$ cat src/rtl/calc_sequencer.sv
// Sequenced calculator: add/subtract/shift-add multiply on two 8-bit operands,
// then double-dabble conversion of the 16-bit magnitude into five BCD digits.
module calc_sequencer (
    input  logic        clk,
    input  logic        rst,
    input  logic        start,
    input  logic        clear,
    input  logic [1:0]  calculation,
    input  logic [7:0]  numA,
    input  logic [7:0]  numB,
    output logic        busy,
    output logic        done,
    output logic        neg,
    output logic [19:0] result_bcd
);

    // Operation encoding mirrors the CALC_* definitions of global.v
    localparam logic [1:0] CALC_RST   = 2'b00;
    localparam logic [1:0] CALC_ADD   = 2'b01;
    localparam logic [1:0] CALC_SUB   = 2'b10;
    localparam logic [1:0] CALC_MULTI = 2'b11;

    typedef enum logic [2:0] {
        IDLE = 3'd0,
        LOAD = 3'd1,
        MUL  = 3'd2,
        CONV = 3'd3,
        DONE = 3'd4
    } state_t;

    state_t      state;
    state_t      next_state;

    logic [7:0]  op_a;
    logic [7:0]  op_b;
    logic [1:0]  op_code;
    logic [15:0] mag;
    logic [15:0] a_shift;
    logic [19:0] bcd_work;
    logic        neg_work;
    logic [3:0]  cnt;

    logic [8:0]  sum_ab;
    logic [15:0] mul_addend;
    logic [35:0] conv_next;

    function automatic logic [19:0] dd_adjust(input logic [19:0] bcd);
        logic [19:0] r;
        r = bcd;
        for (int i = 0; i < 5; i++) begin
            if (r[i*4 +: 4] >= 4'd5)
                r[i*4 +: 4] = r[i*4 +: 4] + 4'd3;
        end
        return r;
    endfunction

    assign sum_ab     = {1'b0, op_a} + {1'b0, op_b};
    assign mul_addend = op_b[0] ? a_shift : 16'd0;
    assign conv_next  = {dd_adjust(bcd_work), mag} << 1;

    always_ff @(posedge clk or negedge rst) begin
        if (!rst)
            state <= IDLE;
        else
            state <= next_state;
    end

    always_comb begin
        next_state = state;
        busy       = 1'b1;
        case (state)
            IDLE: begin
                busy = 1'b0;
                if (start && (calculation != CALC_RST))
                    next_state = LOAD;
            end
            LOAD:    next_state = (op_code == CALC_MULTI) ? MUL : CONV;
            MUL:     next_state = (cnt == 4'd7) ? CONV : MUL;
            CONV:    next_state = (cnt == 4'd15) ? DONE : CONV;
            DONE:    next_state = IDLE;
            default: next_state = IDLE;
        endcase
        if (clear)
            next_state = IDLE;
    end

    // Multiplier bits are consumed LSB first by shifting op_b right in place
    always_ff @(posedge clk or negedge rst) begin
        if (!rst) begin
            op_a       <= 8'd0;
            op_b       <= 8'd0;
            op_code    <= CALC_RST;
            mag        <= 16'd0;
            a_shift    <= 16'd0;
            bcd_work   <= 20'd0;
            neg_work   <= 1'b0;
            cnt        <= 4'd0;
            result_bcd <= 20'd0;
            neg        <= 1'b0;
            done       <= 1'b0;
        end else if (clear) begin
            op_a       <= 8'd0;
            op_b       <= 8'd0;
            op_code    <= CALC_RST;
            mag        <= 16'd0;
            a_shift    <= 16'd0;
            bcd_work   <= 20'd0;
            neg_work   <= 1'b0;
            cnt        <= 4'd0;
            result_bcd <= 20'd0;
            neg        <= 1'b0;
            done       <= 1'b0;
        end else begin
            done <= 1'b0;
            case (state)
                IDLE: begin
                    if (start) begin
                        if (calculation == CALC_RST) begin
                            result_bcd <= 20'd0;
                            neg        <= 1'b0;
                        end else begin
                            op_a    <= numA;
                            op_b    <= numB;
                            op_code <= calculation;
                        end
                    end
                end
                LOAD: begin
                    cnt      <= 4'd0;
                    bcd_work <= 20'd0;
                    neg_work <= 1'b0;
                    case (op_code)
                        CALC_ADD: mag <= {7'd0, sum_ab};
                        CALC_SUB: begin
                            if (op_a >= op_b) begin
                                mag <= {8'd0, op_a - op_b};
                            end else begin
                                mag      <= {8'd0, op_b - op_a};
                                neg_work <= 1'b1;
                            end
                        end
                        CALC_MULTI: begin
                            mag     <= 16'd0;
                            a_shift <= {8'd0, op_a};
                        end
                        default: mag <= 16'd0;
                    endcase
                end
                MUL: begin
                    mag     <= mag + mul_addend;
                    a_shift <= a_shift << 1;
                    op_b    <= op_b >> 1;
                    cnt     <= (cnt == 4'd7) ? 4'd0 : cnt + 4'd1;
                end
                CONV: begin
                    bcd_work <= conv_next[35:16];
                    mag      <= conv_next[15:0];
                    cnt      <= (cnt == 4'd15) ? 4'd0 : cnt + 4'd1;
                end
                DONE: begin
                    result_bcd <= bcd_work;
                    neg        <= neg_work;
                    done       <= 1'b1;
                end
                default: ;
            endcase
        end
    end

endmodule
$ cat config.mk
export PLATFORM = sky130hd
export DESIGN_NAME = calc_sequencer
export DESIGN_NICKNAME = d
export VERILOG_FILES = /design/src/rtl/calc_sequencer.sv
export SDC_FILE = /design/constraint.sdc
export NUM_CORES = 1
export LEC_CHECK = 0
export CORE_MARGIN = 1.5
export CORE_UTILIZATION = 64
export CTS_CLUSTER_DIAMETER = 60
export DETAILED_ROUTE_END_ITERATION = 10
export GPL_TIMING_DRIVEN = 1
export HOLD_SLACK_MARGIN = 0.1
export PLACE_DENSITY = 0.9
export SLEW_MARGIN = 20
export SYNTH_ARGS = -nofsm -noshare
export SYNTH_HDL_FRONTEND = slang
export SYNTH_SLANG_ARGS = --single-unit
$ cat constraint.sdc
create_clock -name clk -period 5.18 [get_ports clk]
set_input_delay 0.518 -clock clk [delete_from_list [all_inputs] [get_ports clk]]
set_output_delay 0.518 -clock clk [all_outputs]
set_load 0.02 [all_outputs]
# Word-level counts from Yosys, hierarchy flattened
# Cells that the tools add are included.
# op_classes
add_sub_neg	10
order_cmp	6
n_eq_ne	15
mux	52
n_reduce_logical	16
# ops
operator	n
$mux W20	4
$pmux W20 S2	2
$mux W16	4
$mux W8	8
$pmux W16 S3	1
$pmux W16 S2	1
$mux W4	7
$ge A4 B3 Y1 const B	5
$pmux W9 S2	1
$add A16 B16 Y16	1
$add A4 B2 Y4 const B	4
$pmux W8 S2	1
$sub A8 B8 Y8	2
$ne A3 B3 Y1 const B	5
$mux W1	12
$mux W3	4
$pmux W3 S4	1
$pmux W4 S3	1
$reduce_bool A3 Y1	4
$add A8 B8 Y9	1
$reduce_and A3 Y1	3
$ge A8 B8 Y1	1
$mux W2	4
$reduce_bool A2 Y1	4
other kinds (16)	18
# word_totals
regBits	100
in_bits	22
out_inout_bits	23
elab_cells	111

# Longest topological paths before layout
# depth
word_depth	5
ltp_mapped	12
ltp_nobuf	11

# Worst setup path before layout
# OpenSTA, ideal clock, no wires.
# synth_timing
kind	register to register
from	reg op_b[0]
to	reg mag[3]
setup_ps	122
arrival_ps	2479
required_time_ps	5058
slack_ps	2579
path_stages_with_launch	11
path_buffers	0
synth_period_minus_slack_ps	2601
path_cell_list	dfrtp_1 ha_1 inv_1 fa_1 nand3_2 a31oi_2 nor3_4 mux2i_1 xnor2_1 a221o_1 a32o_1
# synth_via
elab_chain_cells	5
elab_cells_between_ends	10
classes_between	add/sub (4); order compare (1); mux (5)
# synth_lines
element	line_no	rtl
start, declared	35	logic [7:0] op_b;
start signal, assigned	123	op_b <= numB;
start signal, assigned	152	op_b <= op_b >> 1;
$sub A8 B8 Y8 (tied with other cells)	138	mag <= {8'd0, op_b - op_a};
$mux W8	135	if (op_a >= op_b) begin
$pmux W9 S2	132	case (op_code)
$pmux W16 S3 (*)	115	case (state)
$mux W16 (*)	101	end else if (clear) begin
end signal, assigned	133	CALC_ADD: mag <= {7'd0, sum_ab};
end signal, assigned	136	mag <= {8'd0, op_a - op_b};
end signal, assigned	138	
end, declared	37	logic [15:0] mag;
# Mark *: on every way between the ends. The rest lies on a longest branch, timed or not.
# A chain may end at the register's enable or synchronous reset.

# Worst setup path in the final report
# Same ends and word-level chain as after synthesis.

==> results.sh <==
export IMPL_ir_drop_uv=242
export IMPL_routed_wl_mm=16.2
export IMPL_rows=36
export IMPL_ant_nets=0
export IMPL_finalCritPeriodShare_pct=59.8
export IMPL_rsz0062_at_grt="false"
export IMPL_cts_buffers=9
export IMPL_cts_root_buffer="clkbuf_8"
export IMPL_synthesis_nets=765
export IMPL_synthToLayoutAreaGrowth_pct=12.1
export IMPL_cp_end_kind="register"
export IMPL_drc=0
export IMPL_cts_resized_gates=0
export IMPL_antenna_found_initial=0
export IMPL_yosysMostFrequentCell="dfrtp_1"
export IMPL_power_density_nw_per_um2=269
export IMPL_syn_inst=687
export IMPL_port_buffers=44
export IMPL_syn_area_per_cell_um2=9.28
export IMPL_synth_top_flop_cell="dfrtp_1"
export IMPL_die_width_um=103
export IMPL_yosysWarnings=0
export IMPL_grt_pass1_wl_mm=27.1
export IMPL_grt_max_degree=54
export IMPL_gr_total_overflow=0
export IMPL_synth_cell_types=54
export IMPL_path_cells="ha_1, inv_1, fa_1, nand3_2, a31oi_2, nor3_4, mux2i_1, xnor2_1, a221o_1, a32o_1"
export IMPL_regArea_um2=2500
export IMPL_path_delay_family="compound AO/OA/AOI/OAI gates"
export IMPL_critical_path_peak_fanout=20
export IMPL_gp_congestion=0.964
export IMPL_placed_cell_area_um2=6910
export IMPL_maxCapViolations=0
export IMPL_pre_cts_ws_ns=2.13
export IMPL_fin_tns_setup_ns=0
export IMPL_whs_ns=0.171
export IMPL_path_buf_inv=1
export IMPL_slew_violations=0
export IMPL_antenna_cells=0
export IMPL_die_area_um2=10600
export IMPL_ys_ff_latch=100
export IMPL_nNetsFinal=796
export IMPL_run_status="finished, final reports clean"
export IMPL_htreeDepth=3
export IMPL_seq_area_frac_synth_pct=39.3
export IMPL_synth_edf_count=0
export IMPL_grt_pass1_vias=5505
export IMPL_postCtsSetupRepairBufs=0
export IMPL_required_ns=5.44
export IMPL_initial_core_util_pct=65.5
export IMPL_detailed_place_hpwl_mm=11.7
export IMPL_clkTransAtPathRegs_ns=0.11
export IMPL_synth_commonest_cells="dfrtp_1 (100), o21ai_0 (62), nand2_1 (57), ha_1 (52), a21oi_1 (49)"
export IMPL_io_pins=45
export IMPL_wire_per_inst_um=18.9
export IMPL_fmax_mhz=323
export IMPL_period_needed_ns=3.10
export IMPL_final_layout_size_suffix_gt1_share_pct=4.70
export IMPL_synth_area_um2=6370
export IMPL_cp_data_arrival_time_ns=3.36
export IMPL_fin_area_um2=7140
export IMPL_clkLatencyLatePin_ns=0.38
export IMPL_worst_slew_pin_slew_ns=0.985
export IMPL_worstSetupPathDepth=10
export IMPL_synthArstFlopShare_pct=100
export IMPL_ctsHoldBuffers=0
export IMPL_synth_area_leaders="dfrtp_1 (39%), ha_1 (10%), o21ai_0 (4.9%), a22o_1 (4.3%), a21oi_1 (3.8%)"
export IMPL_die_h_um=103
export IMPL_max_stage_delay_ns=0.68
export IMPL_p_leak_nw=3.19
export IMPL_startpoint_type="register"
export IMPL_clkSinkCount=100
export IMPL_multi_input_area_um2=3580
export IMPL_cp_slowest_cell="dfrtp_1"
export IMPL_critPathKind="register to register"
export IMPL_fin_skew_ns=0.0172
export IMPL_synth_largest_area_cell="dfrtp_1"
export IMPL_final_hold_viol_count=0
export IMPL_relSlewSlack_pct=34.3
export IMPL_hp_class="input pin to asynchronous set/reset pin"
export IMPL_viasPerCell=6.47
export IMPL_coreArea_um2=9730
export IMPL_grt_use_total_pct=33.0
export IMPL_fillers=704
export IMPL_drtIter0Drc=397
export IMPL_clockBufferDepth=2
export IMPL_first_pass_iters=5
export IMPL_tritoncts="yes"
export IMPL_reg2reg_depth=10
export IMPL_finalSetupViolCount=0
export IMPL_fin_ws_ns=2.08
export IMPL_synth_top_area_share_pct=39.3
export IMPL_vias=5541
## report_power, final
part | switching (mW) | total (mW) | leakage (nW) | internal (mW)
sequential | 0.0577 | 0.868 | 1.37 | 0.810
clock | 0.290 | 0.580 | 0.118 | 0.290
combinational | 0.287 | 0.475 | 1.70 | 0.188
total | 0.635 | 1.92 | 3.19 | 1.29
## registers in the layout (all words and copies together), names as in the netlist
name	flops
neg	1
mag	16
cnt	4
done	1
bcd_work	20
a_shift	16
neg_work	1
op_b	8
op_a	8
state	3
op_code	2
result_bcd	20
## cell usage in the layout, fill, tap and decap left out, types with 22 or more instances in the layout
cell type / instances
o21ai_0: 62
a22o_1: 31
dfrtp_1: 100
nand2b_1: 23
ha_1: 52
nor2_1: 37
nand2_1: 57
a21oi_1: 48
xnor2_1: 22
clkdlybuf4s50_1: 43
inv_1: 44
## final timing paths
kind	slack [ns]	startpoint	end
hold / removal	0.17	rst	result_bcd[11]
setup / recovery	2.08	op_b[0]	mag[3]
hold reg to reg	0.51	result_bcd[16]	result_bcd[16]
min in group clk	0.51	result_bcd[16]	result_bcd[16]
max in group asynchronous	3.93	rst	mag[3]
setup reg to reg	2.08	op_b[0]	mag[3]
## cell type report
class	count	share of cell area (%)
inverters	44	2.31
clock buffers	10	1.93
repair buffers	52	6.97
well taps	133	2.33
multi-input cells	511	50.2
clock inverters	6	1.28
flip-flops and latches	100	35.0
## metrics by stage
stage / power, mW / utilization, % / cells
floorplan: 1.21 / - / 687
global placement: 1.33 / 71.0 / 840
detailed placement: 1.34 / 71.0 / 840
CTS: 1.91 / 73.3 / 856
global route: 2.00 / 73.4 / 856
finish: 1.92 / 73.4 / 856
## routing by layer
layer | vias up | share of wire, % | GRT usage [%]
met5 | - | 0 | 0
met4 | 0 | 2.8 | 14.0
met3 | 41 | 6.0 | 5.08
met2 | 224 | 50 | 54.6
met1 | 2749 | 41 | 43.6
li1 | 2527 | - | -
## cells by family (layout without fill, tap and decap cells)
family	count (synthesis)	in the layout	synth area share [%]
xor+xnor	35	35	4.81
simple gates	173	173	13.4
compound gates	239	239	25.0
buf+inv	76	112	4.73
fa+ha+maj	56	56	11.5
flops	100	100	39.3
mux	8	8	1.28
Note: power is estimated with default switching activity, not from simulation.
